### src/rtl/wd_pkg.sv
// ============================================================================
// Module      : wd_pkg
// Description : Shared defaults, FSM state encoding and lane-value helper for
//               the stream driver.
// Revision    : 1.0 - initial release
// ============================================================================
`default_nettype none

package wd_pkg;

    localparam int c_def_ways    = 8;
    localparam int c_def_lane_w  = 8;
    localparam int c_def_streams = 4;
    localparam int c_def_max_len = 16;
    localparam int c_def_qdepth  = 4;

    typedef enum logic [0:0] {
        IDLE  = 1'b0,
        BURST = 1'b1
    } wd_state_t;

    // Value carried by lane k of a beat whose stream counter is seq; callers
    // truncate to the lane width, which gives the modulo wrap for free.
    function automatic logic [31:0] lane_val(
        input logic [31:0] seq,
        input logic [31:0] ways,
        input logic [31:0] k
    );
        return (seq * ways) + k;
    endfunction

endpackage

`default_nettype wire

### src/rtl/wd_req_fifo.sv
// ============================================================================
// Module      : wd_req_fifo
// Description : Show-ahead request FIFO with registered full/empty flags.
// Revision    : 1.0 - initial release
// ============================================================================
`default_nettype none

module wd_req_fifo #(
    parameter  int WIDTH   = 8,
    parameter  int DEPTH   = 4,
    localparam int c_ptr_w = (DEPTH > 1) ? $clog2(DEPTH) : 1,
    localparam int c_cnt_w = $clog2(DEPTH + 1)
) (
    input  logic             clk,
    input  logic             rst_n,
    input  logic             i_push,
    input  logic [WIDTH-1:0] i_data,
    input  logic             i_pop,
    output logic [WIDTH-1:0] o_data,
    output logic             o_full,
    output logic             o_empty
);

    logic [WIDTH-1:0]   r_mem [DEPTH];
    logic [c_ptr_w-1:0] r_wr_ptr;
    logic [c_ptr_w-1:0] r_rd_ptr;
    logic [c_cnt_w-1:0] r_count;
    logic               w_push;
    logic               w_pop;

    function automatic logic [c_ptr_w-1:0] ptr_inc(input logic [c_ptr_w-1:0] p);
        return (p == c_ptr_w'(DEPTH - 1)) ? '0 : p + c_ptr_w'(1);
    endfunction

    // A full FIFO refuses a push even when the same edge pops an entry.
    assign w_push  = i_push && !o_full;
    assign w_pop   = i_pop && !o_empty;
    assign o_full  = (r_count == c_cnt_w'(DEPTH));
    assign o_empty = (r_count == '0);
    assign o_data  = r_mem[r_rd_ptr];

    always_ff @(posedge clk) begin
        if (w_push) begin
            r_mem[r_wr_ptr] <= i_data;
        end
    end

    always_ff @(posedge clk or negedge rst_n) begin
        if (!rst_n) begin
            r_wr_ptr <= '0;
            r_rd_ptr <= '0;
            r_count  <= '0;
        end else begin
            if (w_push) begin
                r_wr_ptr <= ptr_inc(r_wr_ptr);
            end
            if (w_pop) begin
                r_rd_ptr <= ptr_inc(r_rd_ptr);
            end
            case ({w_push, w_pop})
                2'b10:   r_count <= r_count + c_cnt_w'(1);
                2'b01:   r_count <= r_count - c_cnt_w'(1);
                default: r_count <= r_count;
            endcase
        end
    end

endmodule

`default_nettype wire

### src/rtl/wd_stream_driver.sv
// ============================================================================
// Module      : wd_stream_driver
// Description : Queues {stream, length} requests and plays each out as a burst
//               of multi-lane data beats built from per-stream counters.
// Revision    : 1.0 - initial release
// ============================================================================
`default_nettype none

module wd_stream_driver
    import wd_pkg::*;
#(
    parameter  int WAYS     = c_def_ways,
    parameter  int LANE_W   = c_def_lane_w,
    parameter  int STREAMS  = c_def_streams,
    parameter  int MAX_LEN  = c_def_max_len,
    parameter  int QDEPTH   = c_def_qdepth,
    localparam int c_sid_w  = (STREAMS > 1) ? $clog2(STREAMS) : 1,
    localparam int c_len_w  = $clog2(MAX_LEN + 1),
    localparam int c_data_w = WAYS * LANE_W
) (
    input  logic                clk,
    input  logic                rst_n,
    input  logic                i_v,
    output logic                i_r,
    input  logic [c_sid_w-1:0]  i_sid,
    input  logic [c_len_w-1:0]  i_len,
    output logic                o_v,
    input  logic                o_r,
    output logic [c_data_w-1:0] o_d,
    output logic [c_sid_w-1:0]  o_sid,
    output logic                o_last
);

    localparam int c_fifo_w = c_sid_w + c_len_w;

    logic                w_push;
    logic                w_pop;
    logic                w_full;
    logic                w_empty;
    logic                w_xfer;
    logic                w_load;
    logic [c_fifo_w-1:0] w_head;
    logic [c_sid_w-1:0]  w_head_sid;
    logic [c_len_w-1:0]  w_head_len;
    logic [c_len_w-1:0]  w_len_clamped;
    logic [c_sid_w-1:0]  w_load_sid;
    logic [LANE_W-1:0]   w_load_seq;
    logic [c_data_w-1:0] w_load_word;

    wd_state_t           r_state;
    logic                r_armed;
    logic [c_sid_w-1:0]  r_sid;
    logic [c_len_w-1:0]  r_rem;
    logic [LANE_W-1:0]   r_seq [STREAMS];
    logic                r_o_v;
    logic                r_o_last;
    logic [c_data_w-1:0] r_o_d;

    // r_armed keeps the request port closed until the first edge after reset.
    assign i_r           = r_armed && !w_full;
    assign w_push        = i_v && i_r;
    assign w_len_clamped = (i_len > c_len_w'(MAX_LEN)) ? c_len_w'(MAX_LEN) : i_len;

    wd_req_fifo #(
        .WIDTH (c_fifo_w),
        .DEPTH (QDEPTH)
    ) u_req_fifo (
        .clk     (clk),
        .rst_n   (rst_n),
        .i_push  (w_push),
        .i_data  ({i_sid, w_len_clamped}),
        .i_pop   (w_pop),
        .o_data  (w_head),
        .o_full  (w_full),
        .o_empty (w_empty)
    );

    assign {w_head_sid, w_head_len} = w_head;

    assign w_xfer = r_o_v && o_r;
    assign w_pop  = !w_empty &&
                    ((r_state == IDLE) || (w_xfer && (r_rem == c_len_w'(1))));
    assign w_load = w_pop && (w_head_len != '0);

    // Counter value for the next beat shown: when the new burst targets the
    // stream that is transferring this edge, use the post-increment value.
    assign w_load_sid = w_load ? w_head_sid : r_sid;
    assign w_load_seq = (w_xfer && (w_load_sid == r_sid)) ?
                        r_seq[r_sid] + LANE_W'(1) : r_seq[w_load_sid];

    for (genvar k = 0; k < WAYS; k++) begin : g_lane
        assign w_load_word[k*LANE_W +: LANE_W] =
            LANE_W'(lane_val(32'(w_load_seq), 32'(WAYS), 32'(k)));
    end

    always_ff @(posedge clk or negedge rst_n) begin
        if (!rst_n) begin
            r_state  <= IDLE;
            r_armed  <= 1'b0;
            r_sid    <= '0;
            r_rem    <= '0;
            r_o_v    <= 1'b0;
            r_o_last <= 1'b0;
            r_o_d    <= '0;
            for (int s = 0; s < STREAMS; s++) begin
                r_seq[s] <= '0;
            end
        end else begin
            r_armed <= 1'b1;
            if (w_xfer) begin
                r_seq[r_sid] <= r_seq[r_sid] + LANE_W'(1);
            end
            if (w_load) begin
                r_state  <= BURST;
                r_sid    <= w_head_sid;
                r_rem    <= w_head_len;
                r_o_v    <= 1'b1;
                r_o_last <= (w_head_len == c_len_w'(1));
                r_o_d    <= w_load_word;
            end else if (w_xfer) begin
                if (r_rem == c_len_w'(1)) begin
                    r_state  <= IDLE;
                    r_o_v    <= 1'b0;
                    r_o_last <= 1'b0;
                end else begin
                    r_rem    <= r_rem - c_len_w'(1);
                    r_o_last <= (r_rem == c_len_w'(2));
                    r_o_d    <= w_load_word;
                end
            end
        end
    end

    assign o_v    = r_o_v;
    assign o_d    = r_o_d;
    assign o_sid  = r_sid;
    assign o_last = r_o_last;

endmodule

`default_nettype wire

### config.mk
export PLATFORM = sky130hd
export DESIGN_NAME = wd_stream_driver
export DESIGN_NICKNAME = d
export VERILOG_FILES = /design/src/rtl/wd_pkg.sv /design/src/rtl/wd_req_fifo.sv /design/src/rtl/wd_stream_driver.sv
export SDC_FILE = /design/constraint.sdc
export NUM_CORES = 1
export LEC_CHECK = 0
export CAP_MARGIN = 40
export CORE_MARGIN = 3
export CORE_UTILIZATION = 48
export CTS_CLUSTER_SIZE = 10
export DETAILED_ROUTE_END_ITERATION = 10
export PLACE_DENSITY = 0.78
export SYNTH_ARGS = -nofsm -noshare
export SYNTH_HDL_FRONTEND = slang
export SYNTH_SLANG_ARGS = --single-unit
### constraint.sdc
create_clock -name clk -period 3.4 [get_ports clk]
set_input_delay 0.68 -clock clk [delete_from_list [all_inputs] [get_ports clk]]
set_output_delay 0.68 -clock clk [all_outputs]
set_load 0.005 [all_outputs]
=== Word-level counts from Yosys, hierarchy flattened ===
Memory sizes are Yosys's and may differ from the RTL's.
Index checks and enable logic that the tools add are counted.

* Flip-flop bits (word level): 113
* Latch bits: 0
* Bits in writable memories: 28
* Bits in read-only memories: 0
* Input port bits: 11
* Output and inout bits: 69
* Memories kept: 1

{| class="wikitable"
|+ Memories
! memory !! depth !! bits a word !! read ports !! clocked after memory_dff !! wr ports !! line !! RTL
|-
| u_req_fifo.r_mem || 4 || 7 || 1 || 0 || 1 || wd_req_fifo.sv:24 || <nowiki>logic [WIDTH-1:0] r_mem [DEPTH];</nowiki>
|}

* Add/subtract/negate cells: 13
* Multipliers: 0
* Divide/modulo/power cells: 0
* Order comparisons: 4
* Equality and inequality tests: 10
* Shift operators: 0
* Mux-type cells: 29
* Bitwise logic cells: 3
* Reduce and logical (&&, ||, !) cells: 20

{| class="wikitable"
|+ Operators with widths
! kind !! number
|-
| two-way mux 64 bit || 3
|-
| two-way mux 5 bit || 7
|-
| adder 8 x 3 -> 8 bit, second input constant || 4
|-
| binary-select mux 8 bit (select 2 bit) || 2
|-
| bitwise mux 32 bit || 1
|-
| two-way mux 8 bit || 3
|-
| adder 8 x 1 -> 8 bit, second input constant || 2
|-
| adder 8 x 2 -> 8 bit, second input constant || 2
|-
| demux 8 bit (select 2 bit) || 1
|-
| equality test 5 x 1 -> 1 bit, second input constant || 2
|-
| logical AND 1 bit || 10
|-
| two-way mux 1 bit || 8
|-
| equality test 2 bit, second input constant || 3
|-
| greater-or-equal comparator 3 bit, second input constant || 2
|-
| two-way mux 2 bit || 3
|-
| inverter 2 -> 3 bit || 2
|-
| case mux 3 bit (2 select lines) || 1
|-
| nonzero test 2 bit || 3
|-
| equality test 5 x 2 -> 1 bit, second input constant || 1
|-
| greater-than comparator 5 bit, second input constant || 1
|-
| nonzero test 5 bit || 1
|-
| subtractor 5 x 1 -> 5 bit, second input constant || 1
|-
| adder 2 x 1 -> 2 bit, second input constant || 2
|-
| AND reduction 2 bit || 2
|-
| 11 further kinds || 12
|}

=== Depth between registers and ports, before layout ===
Gate-level depths: netlist of the first run.

* Word-level depth: 15
* Gate-level depth with buffers: 11
* Mapped depth without buffers: 11

=== By module ===
From an unflattened synthesis of the first run, not the netlist that was laid out.

* Cells, all modules: 317
* Area, all modules: 3880.0 sq um

{| class="wikitable"
|+ By module, submodules not included
! module !! instances !! cells an instance !! area an instance (sq um) !! sequential area each (sq um)
|-
| wd_stream_driver || 1 || 240 || 2389.8 || 900.9
|-
| wd_req_fifo || 1 || 77 || 1490.2 || 1016.0
|}

=== Least setup slack after synthesis of the first run ===
OpenSTA, ideal clock, no wires.

* Path kind: reg-to-reg
* Start: reg u_req_fifo.r_rd_ptr[0]
* End: reg r_o_d[59] (netlist: o_d[59])
* Data arrival time: 2.478 ns
* Setup slack: 0.801 ns
* Stages on the path, launching flop included: 11
* Buffers on the path: 3
* Clock period less this slack: 2.599 ns
* Cells stage by stage: dfrtp_1 > buf_6 > mux4_2 > nor4_2 > o21a_1 > buf_6 > mux2i_1 > buf_6 > mux2i_1 > o22ai_1 > o22a_1

* Longest elaborated chain between the ends: 13
* Elaborated cells on any way between the ends: 18
* Those cells by class: 1 x add/sub; 2 x eq/ne; 8 x mux; 1 x bitwise; 5 x reduce/logical; 1 x memory

{| class="wikitable"
|+ Ends and longest elaborated chain
! what !! line !! RTL
|-
| start: declaration || wd_req_fifo.sv:26 || <nowiki>logic [c_ptr_w-1:0] r_rd_ptr;</nowiki>
|-
| start signal: assignment || wd_req_fifo.sv:58 || <nowiki>r_rd_ptr <= ptr_inc(r_rd_ptr);</nowiki>
|-
| memory (4 x 7 bit) * || -- ||
|-
| nonzero test 5 bit || wd_stream_driver.sv:83 || <nowiki>assign w_load = w_pop && (w_head_len != '0);</nowiki>
|-
| logical AND 1 bit || wd_stream_driver.sv:83 ||
|-
| two-way mux 2 bit || -- ||
|-
| inverter 2 -> 3 bit (implied by the code) || wd_stream_driver.sv:89 || <nowiki>r_seq[r_sid] + LANE_W'(1) : r_seq[w_load_sid];</nowiki>
|-
| binary-select mux 8 bit (select 2 bit) || wd_stream_driver.sv:89 ||
|-
| two-way mux 5 bit (implied by the code) (2 in a row) || wd_stream_driver.sv:89 ||
|-
| two-way mux 5 bit || wd_stream_driver.sv:88 || <nowiki>assign w_load_seq = (w_xfer && (w_load_sid == r_sid)) ?</nowiki>
|-
| adder 8 x 3 -> 8 bit || wd_pkg.sv:29 || <nowiki>return (seq * ways) + k;</nowiki>
|-
| two-way mux 64 bit || wd_stream_driver.sv:121 || <nowiki>if (r_rem == c_len_w'(1)) begin</nowiki>
|-
| two-way mux 64 bit || wd_stream_driver.sv:120 || <nowiki>end else if (w_xfer) begin</nowiki>
|-
| two-way mux 64 bit || wd_stream_driver.sv:113 || <nowiki>if (w_load) begin</nowiki>
|-
| end signal: assignment || wd_stream_driver.sv:119 || <nowiki>r_o_d <= w_load_word;</nowiki>
|-
| end signal: assignment || wd_stream_driver.sv:128 || <nowiki>r_o_d <= w_load_word;</nowiki>
|-
| end: declaration || wd_stream_driver.sv:57 || <nowiki>logic [c_data_w-1:0] r_o_d;</nowiki>
|}

Mark *: on every way between the ends. The rest lies on a longest branch, timed or not. The select of a mux whose other input is x is not followed.
A chain may end at the register's enable or synchronous reset.

=== Worst setup path in the final report of the first run ===
Same ends and word-level chain as after synthesis.

==> results of run 1 <==
power by group through the flow:
| stage | clock network (mW) | registers, mW | logic (mW) |
|---|---|---|---|
| 2_1_floorplan | 0 | 1.38 | 1.49 |
| 3_3_place_gp | 0 | 1.49 | 1.85 |
| 3_5_place_dp | 0 | 1.51 | 1.93 |
| 4_1_cts | 0.663 | 1.50 | 1.93 |
| 5_1_grt | 0.702 | 1.55 | 2.11 |
| 6_report | 0.653 | 1.49 | 1.92 |
worst reg2reg max path: stages, from the launching register on:
cell and delay [ps]:
dfrtp_1 640, mux4_2 610, nor4_2 340, o21a_1 300, mux2i_1 220, buf_4 250, mux2i_1 230, o22ai_1 90
o22a_1 180
layout make-up:
class / count / area, um2
multi-input combinational: 179 / 1360
tap: 99 / 124
inverter: 13 / 48.8
fill: 609 / 3080
clock buffer: 11 / 141
timing repair buffer: 75 / 736
sequential: 71 / 1920
clock inverter: 5 / 47.5
worst min-delay path by stage:
stage                             endpoint  slack, ps
floorplan                          o_d[55]        380
global placement     u_req_fifo.r_count[2]        480
detailed placement   u_req_fifo.r_count[0]        490
CTS                 u_req_fifo.r_wr_ptr[0]        180
global route        u_req_fifo.r_wr_ptr[0]        170
finish               u_req_fifo.r_count[0]        180
layout by cell type, fill, tap and decap left out, types with 5 or more instances in the layout:
master	n
clkdlybuf4s50_1	66
dfrtp_1	43
edfxtp_1	28
nand2_1	25
o21ai_0	24
inv_1	13
nor2_1	13
conb_1	13
mux2i_1	12
a21oi_1	10
ha_1	10
clkbuf_8	10
mux4_2	9
xor2_1	7
buf_4	6
o22ai_1	5
o22a_1	5
metal layers:
metal | GRT usage [%] | share of wire (%) | up-vias
met5 | 0 | 0 | -
met4 | 7.21 | 2.2 | 0
met3 | 4.38 | 6.3 | 16
met2 | 28.2 | 49 | 88
met1 | 20.2 | 42 | 1141
li1 | - | - | 1116
metrics by stage:
stage | setup WS [ps] | hold slack (ps) | utilization, %
5_1_grt | 253 | 173 | 58.7
2_1_floorplan | 801 | 384 | -
4_1_cts | 403 | 175 | 58.7
3_5_place_dp | 407 | 491 | 56.1
3_3_place_gp | 499 | 475 | 55.8
6_report | 432 | 180 | 58.7
registers in the layout, indices dropped and copies added, names as in the netlist:
register             flops
u_req_fifo.r_wr_ptr      2
r_rem                    5
u_req_fifo.r_count       3
r_armed                  1
u_req_fifo.r_rd_ptr      2
o_d                      6
o_last                   1
o_sid                    2
u_req_fifo.r_mem        28
o_v                      1
r_seq                   20
cell families after synthesis:
| logic type | Yosys count |
|---|---|
| DFF | 71 |
| buffers and inverters | 79 |
| AOI/OAI and AO/OA | 54 |
| adders and majority gates | 11 |
| xor gates and xnor gates | 10 |
| and+or+nand+nor | 64 |
| muxes | 27 |
| other | 2 |
==> results.py, run 1 <==
metrics = {
    "pwr": {
        "internal-power_mw": 2.59,
        "seq_power_share_pct": 36.7,
        "clkPwrFrac_pct": 16.1,
        "finalPower_mw": 4.06,
        "power_frac_comb_pct": 47.2,
        "ir_drop_v": 0.000358,
        "leakage_nw": 1.83,
        "power_switching_mw": 1.47,
        "swShare_pct": 36.3,
        "cellPowerDensity_nw_per_um2": 930,
    },
    "logic_synthesis": {
        "async_reset_ff_share_pct": 60.6,
        "synthSimpleGateAreaFrac_pct": 8.39,
        "synth-adder-area-share_pct": 3.85,
        "synthMostInstantiatedCell": "buf_4",
        "synth_warnings": 0,
        "yosysSeqAreaShare_pct": 50.8,
        "synth.area.mux_share_pct": 11.5,
        "yosys.area.top_type_share_pct": 28.5,
        "synth_xor_area_share_pct": 2.32,
        "synth_seq_cells": 71,
        "synth_top_family_by_area": "buffers and inverters",
        "synth_area_leaders": "dfrtp_1 (29%), edfxtp_1 (22%), buf_4 (12%), mux4_2 (5.4%), ha_1 (3.3%)",
        "avgSynthCellArea_um2": 11.9,
        "yosysTopAreaCell": "dfrtp_1",
        "synthesis.area_um2": 3770,
        "ys_top_cells_by_count": "buf_4 (59), dfrtp_1 (43), edfxtp_1 (28), nand2_1 (25), o21ai_0 (24)",
        "synth_cell_types": 43,
        "synthFlopType": "dfrtp_1",
        "syn_inst": 318,
        "synth_edf_count": 28,
        "synth_compound_area_share_pct": 8.56,
    },
    "setup_path": {
        "cp_num_cells": 8,
        "crit_chain": "mux4_2, nor4_2, o21a_1, mux2i_1, buf_4, mux2i_1, o22ai_1, o22a_1",
        "cp-endpoint": "o_d[59]",
        "r2r_slack_ps": 430,
        "r2r_start": "u_req_fifo.r_rd_ptr[0]",
        "critPathArrivalTime_ps": 3200,
        "worstPathRequired_ps": 3630,
        "crit_family": "multiplexers",
        "slowest_stage": "dfrtp_1",
        "crit_top_cell": "mux2i_1",
        "critPathMaxStageDelay_ps": 640,
        "critPathLaunchType": "flop",
        "path_max_fanout": 11,
        "reg2reg_depth": 8,
        "cp-startpoint": "u_req_fifo.r_rd_ptr[0]",
        "worst-path-buf-inv": 1,
        "r2r_end": "o_d[59]",
        "path_class": "flop to flop",
        "cp-end-kind": "flop",
    },
    "timing": {
        "hold_viol": 0,
        "finalClockSkew_ps": 10.6,
        "setup_viol": 0,
        "fmax_mhz": 337,
        "post-route-min-period_ps": 2970,
        "slew_headroom_pct": 65.0,
        "fin_crit_sh_pct": 87.3,
        "slew_violations": 0,
        "rsz0062_at_grt": "no",
        "tightest_slew_ps": 525,
        "fin_tns_setup_ps": 0,
    },
    "routing": {
        "remaining_drc_errors": 0,
        "dr.pass1.iters": 4,
        "wl_per_cell_um": 15.6,
        "drt-initial-drc-count": 111,
        "wl_um": 7050,
        "ant_nets": 0,
        "vias": 2361,
        "drt-vias-per-instance": 5.21,
    },
    "global_route": {
        "grt_max_degree": 37,
        "overflow": 0,
        "antenna_found_initial": 0,
        "grt_pass1_wl_um": 11300,
        "track_usage_pct": 16.7,
        "grt_pass1_vias": 2312,
    },
    "finish": {
        "layout.nets": 371,
        "fin_cells": 453,
        "postLayoutCellArea_um2": 4370,
        "antennaDiodeCount": 0,
        "syn_to_final_growth_pct": 15.9,
        "drive_above_1_share_pct": 10.7,
    },
    "cts": {
        "post_cts_buffers": 0,
        "hold_buffers": 0,
        "clock_latency_ps": 340,
        "clock_sinks": 71,
        "cts_root_buffer": "clkbuf_8",
        "clk_pin_slew_ps": 70,
        "htreeDepth": 3,
        "cts_tree": "done",
        "cts_buffers": 9,
        "cts_resized": 0,
        "clockBufferDepth": 2,
    },
    "place": {
        "dp_cells": 437,
        "port_buffers": 67,
        "hpwlAfterDp_um": 5160,
        "dpl_cell_area_um2": 4180,
        "gp_congestion": 0.820,
    },
    "status": {
        "outcome": "complete, no violations",
    },
    "floorplanning": {
        "start_util_pct": 50.7,
        "dieArea_um2": 8960,
        "rows": 31,
        "fp.dieH_um": 94.7,
        "die_w_um": 94.7,
        "core-area_um2": 7450,
        "pin_count": 80,
    },
    "flow_run": {
        "cap_viol_max_count": 0,
    },
    "min_path": {
        "hold_class": "input port to asynchronous set/reset pin",
    },
}
Note: power is estimated with default switching activity, not from simulation.
==> run 2: changes to the inputs <==
--- a/config.mk
+++ b/config.mk
@@ -6,7 +6,6 @@
 export NUM_CORES = 1
 export LEC_CHECK = 0
 export CAP_MARGIN = 40
-export CORE_MARGIN = 3
 export CORE_UTILIZATION = 48
 export CTS_CLUSTER_SIZE = 10
 export DETAILED_ROUTE_END_ITERATION = 10
==> run 2 against run 1 <==
Against the previous run:
- power rose by 2.2%
- combinational power barely moved
- sequential share of layout area fell by 0.35 points
==> results.py, run 2 (synthesized netlist as in run 1, its figures left out) <==
metrics = {
    "routing": {
        "wl_per_cell_um": 14.8,
        "wl_um": 6710,
        "ant_nets": 0,
        "drt-vias-per-instance": 5.21,
        "remaining_drc_errors": 0,
        "drt-initial-drc-count": 120,
        "vias": 2357,
        "dr.pass1.iters": 4,
    },
    "finish": {
        "largest_register_ffs": 28,
        "top_register": "u_req_fifo.r_mem",
        "layout.cells.most_common": "clkdlybuf4s50_1",
        "drive_above_1_share_pct": 11.0,
        "syn_to_final_growth_pct": 16.8,
        "mostFrequentLayoutCells": "clkdlybuf4s50_1 (66), dfrtp_1 (43), edfxtp_1 (28)",
        "fin_cells": 452,
        "fill_cells": 580,
        "final_util_pct": 59.5,
        "layout.nets": 370,
        "antennaDiodeCount": 0,
    },
    "timing": {
        "hold_viol": 0,
        "finalClockSkew_ps": 12.1,
        "slew_headroom_pct": 62.1,
        "fmax_mhz": 348,
        "setup_viol": 0,
        "fin_tns_setup_ps": 0,
        "tightest_slew_ps": 569,
        "post-route-min-period_ps": 2870,
        "rsz0062_at_grt": "no",
        "slew_violations": 0,
        "fin_crit_sh_pct": 84.4,
    },
    "global_route": {
        "gr-max-usage-layer": "met2",
        "track_usage_pct": 17.2,
        "gr-usage-met2_pct": 28.3,
        "grtUsageMet1_pct": 22.3,
        "grt_pass1_wl_um": 11000,
        "overflow": 0,
        "grt_pass1_vias": 2217,
        "grt_max_degree": 24,
        "antenna_found_initial": 0,
        "grtUsageMet3_pct": 3.54,
    },
    "place": {
        "hpwlAfterDp_um": 4830,
        "dp_cells": 436,
        "port_buffers": 67,
        "gp_congestion": 0.781,
    },
    "status": {
        "outcome": "complete, no violations",
    },
    "floorplanning": {
        "fp.dieH_um": 90.7,
        "die_w_um": 90.7,
        "pin_count": 80,
        "core-area_um2": 7410,
        "rows": 31,
        "dieArea_um2": 8220,
        "start_util_pct": 50.9,
    },
    "cts": {
        "clockBufferDepth": 2,
        "clock_sinks": 71,
        "hold_buffers": 0,
        "cts_resized": 0,
        "cts_tree": "done",
        "htreeDepth": 3,
        "cts_buffers": 9,
        "cts_root_buffer": "clkbuf_8",
        "clock_latency_ps": 340,
        "clk_pin_slew_ps": 80,
        "post_cts_buffers": 0,
    },
    "pwr": {
        "cellPowerDensity_nw_per_um2": 942,
        "ir_drop_v": 0.000388,
        "leakage_nw": 1.84,
    },
    "setup_path": {
        "worstPathRequired_ps": 3630,
        "cp-end-kind": "flop",
        "critPathLaunchType": "flop",
        "path_class": "flop to flop",
        "critPathArrivalTime_ps": 3100,
        "path_max_fanout": 11,
    },
    "flow_run": {
        "cap_viol_max_count": 0,
    },
    "min_path": {
        "hold_class": "input port to asynchronous set/reset pin",
    },
}
-- run 2: area by class of cell --
class / count / area (um2) / area share (%)
sequential: 71 / 1920 / 43.5
multi-input combinational: 179 / 1360 / 30.8
timing repair buffer: 74 / 738 / 16.8
clock buffer: 10 / 128 / 2.90
tap: 99 / 124 / 2.81
clock inverter: 6 / 93.8 / 2.13
inverter: 13 / 48.8 / 1.11
-- run 2: worst max-delay path, stage by stage (launching register included) --
cell     delay [ps]
dfrtp_1         630
mux4_2          590
nor4_2          330
o21a_1          240
mux2i_1         210
buf_4           250
mux2i_1         210
o22ai_1         100
o22a_1          200
-- run 2: worst paths after layout --
check	start	to	slack [ps]	depth (start not counted)
setup / recovery	u_req_fifo.r_rd_ptr[0]	o_d[62]	530	8
hold / removal	rst_n	r_seq[25]	320	1
setup reg to reg	u_req_fifo.r_rd_ptr[0]	o_d[62]	530	8
hold reg to reg	u_req_fifo.r_count[0]	u_req_fifo.r_count[0]	510	1
max in group asynchronous	rst_n	r_seq[16]	2570	2
min in group clk	u_req_fifo.r_count[0]	u_req_fifo.r_count[0]	510	1
-- run 2: routing by layer --
layer	part of all wire, %	wire length (um)	up-vias
met2	48	3220	79
li1	-	-	1115
met4	1.4	97	0
met1	46	3050	1153
met5	0	0	-
met3	5.1	339	10
-- run 2: where the power goes --
group | internal [mW] | total (mW) | switching (mW)
Combinational | 1.07 | 1.91 | 0.840
Sequential | 1.17 | 1.49 | 0.326
Clock | 0.418 | 0.749 | 0.330
Total | 2.65 | 4.15 | 1.50
-- run 2: stage by stage --
step           power [mW]  hold WS [ps]  instance area, um2  setup slack (ps)
3_3_place_gp         3.33           475                4160               559
5_1_grt              4.43           354                4410               331
3_5_place_dp         3.42           495                4180               492
6_report             4.15           324                4410               529
4_1_cts              4.18           320                4410               529
2_1_floorplan        2.87           384                3810               801
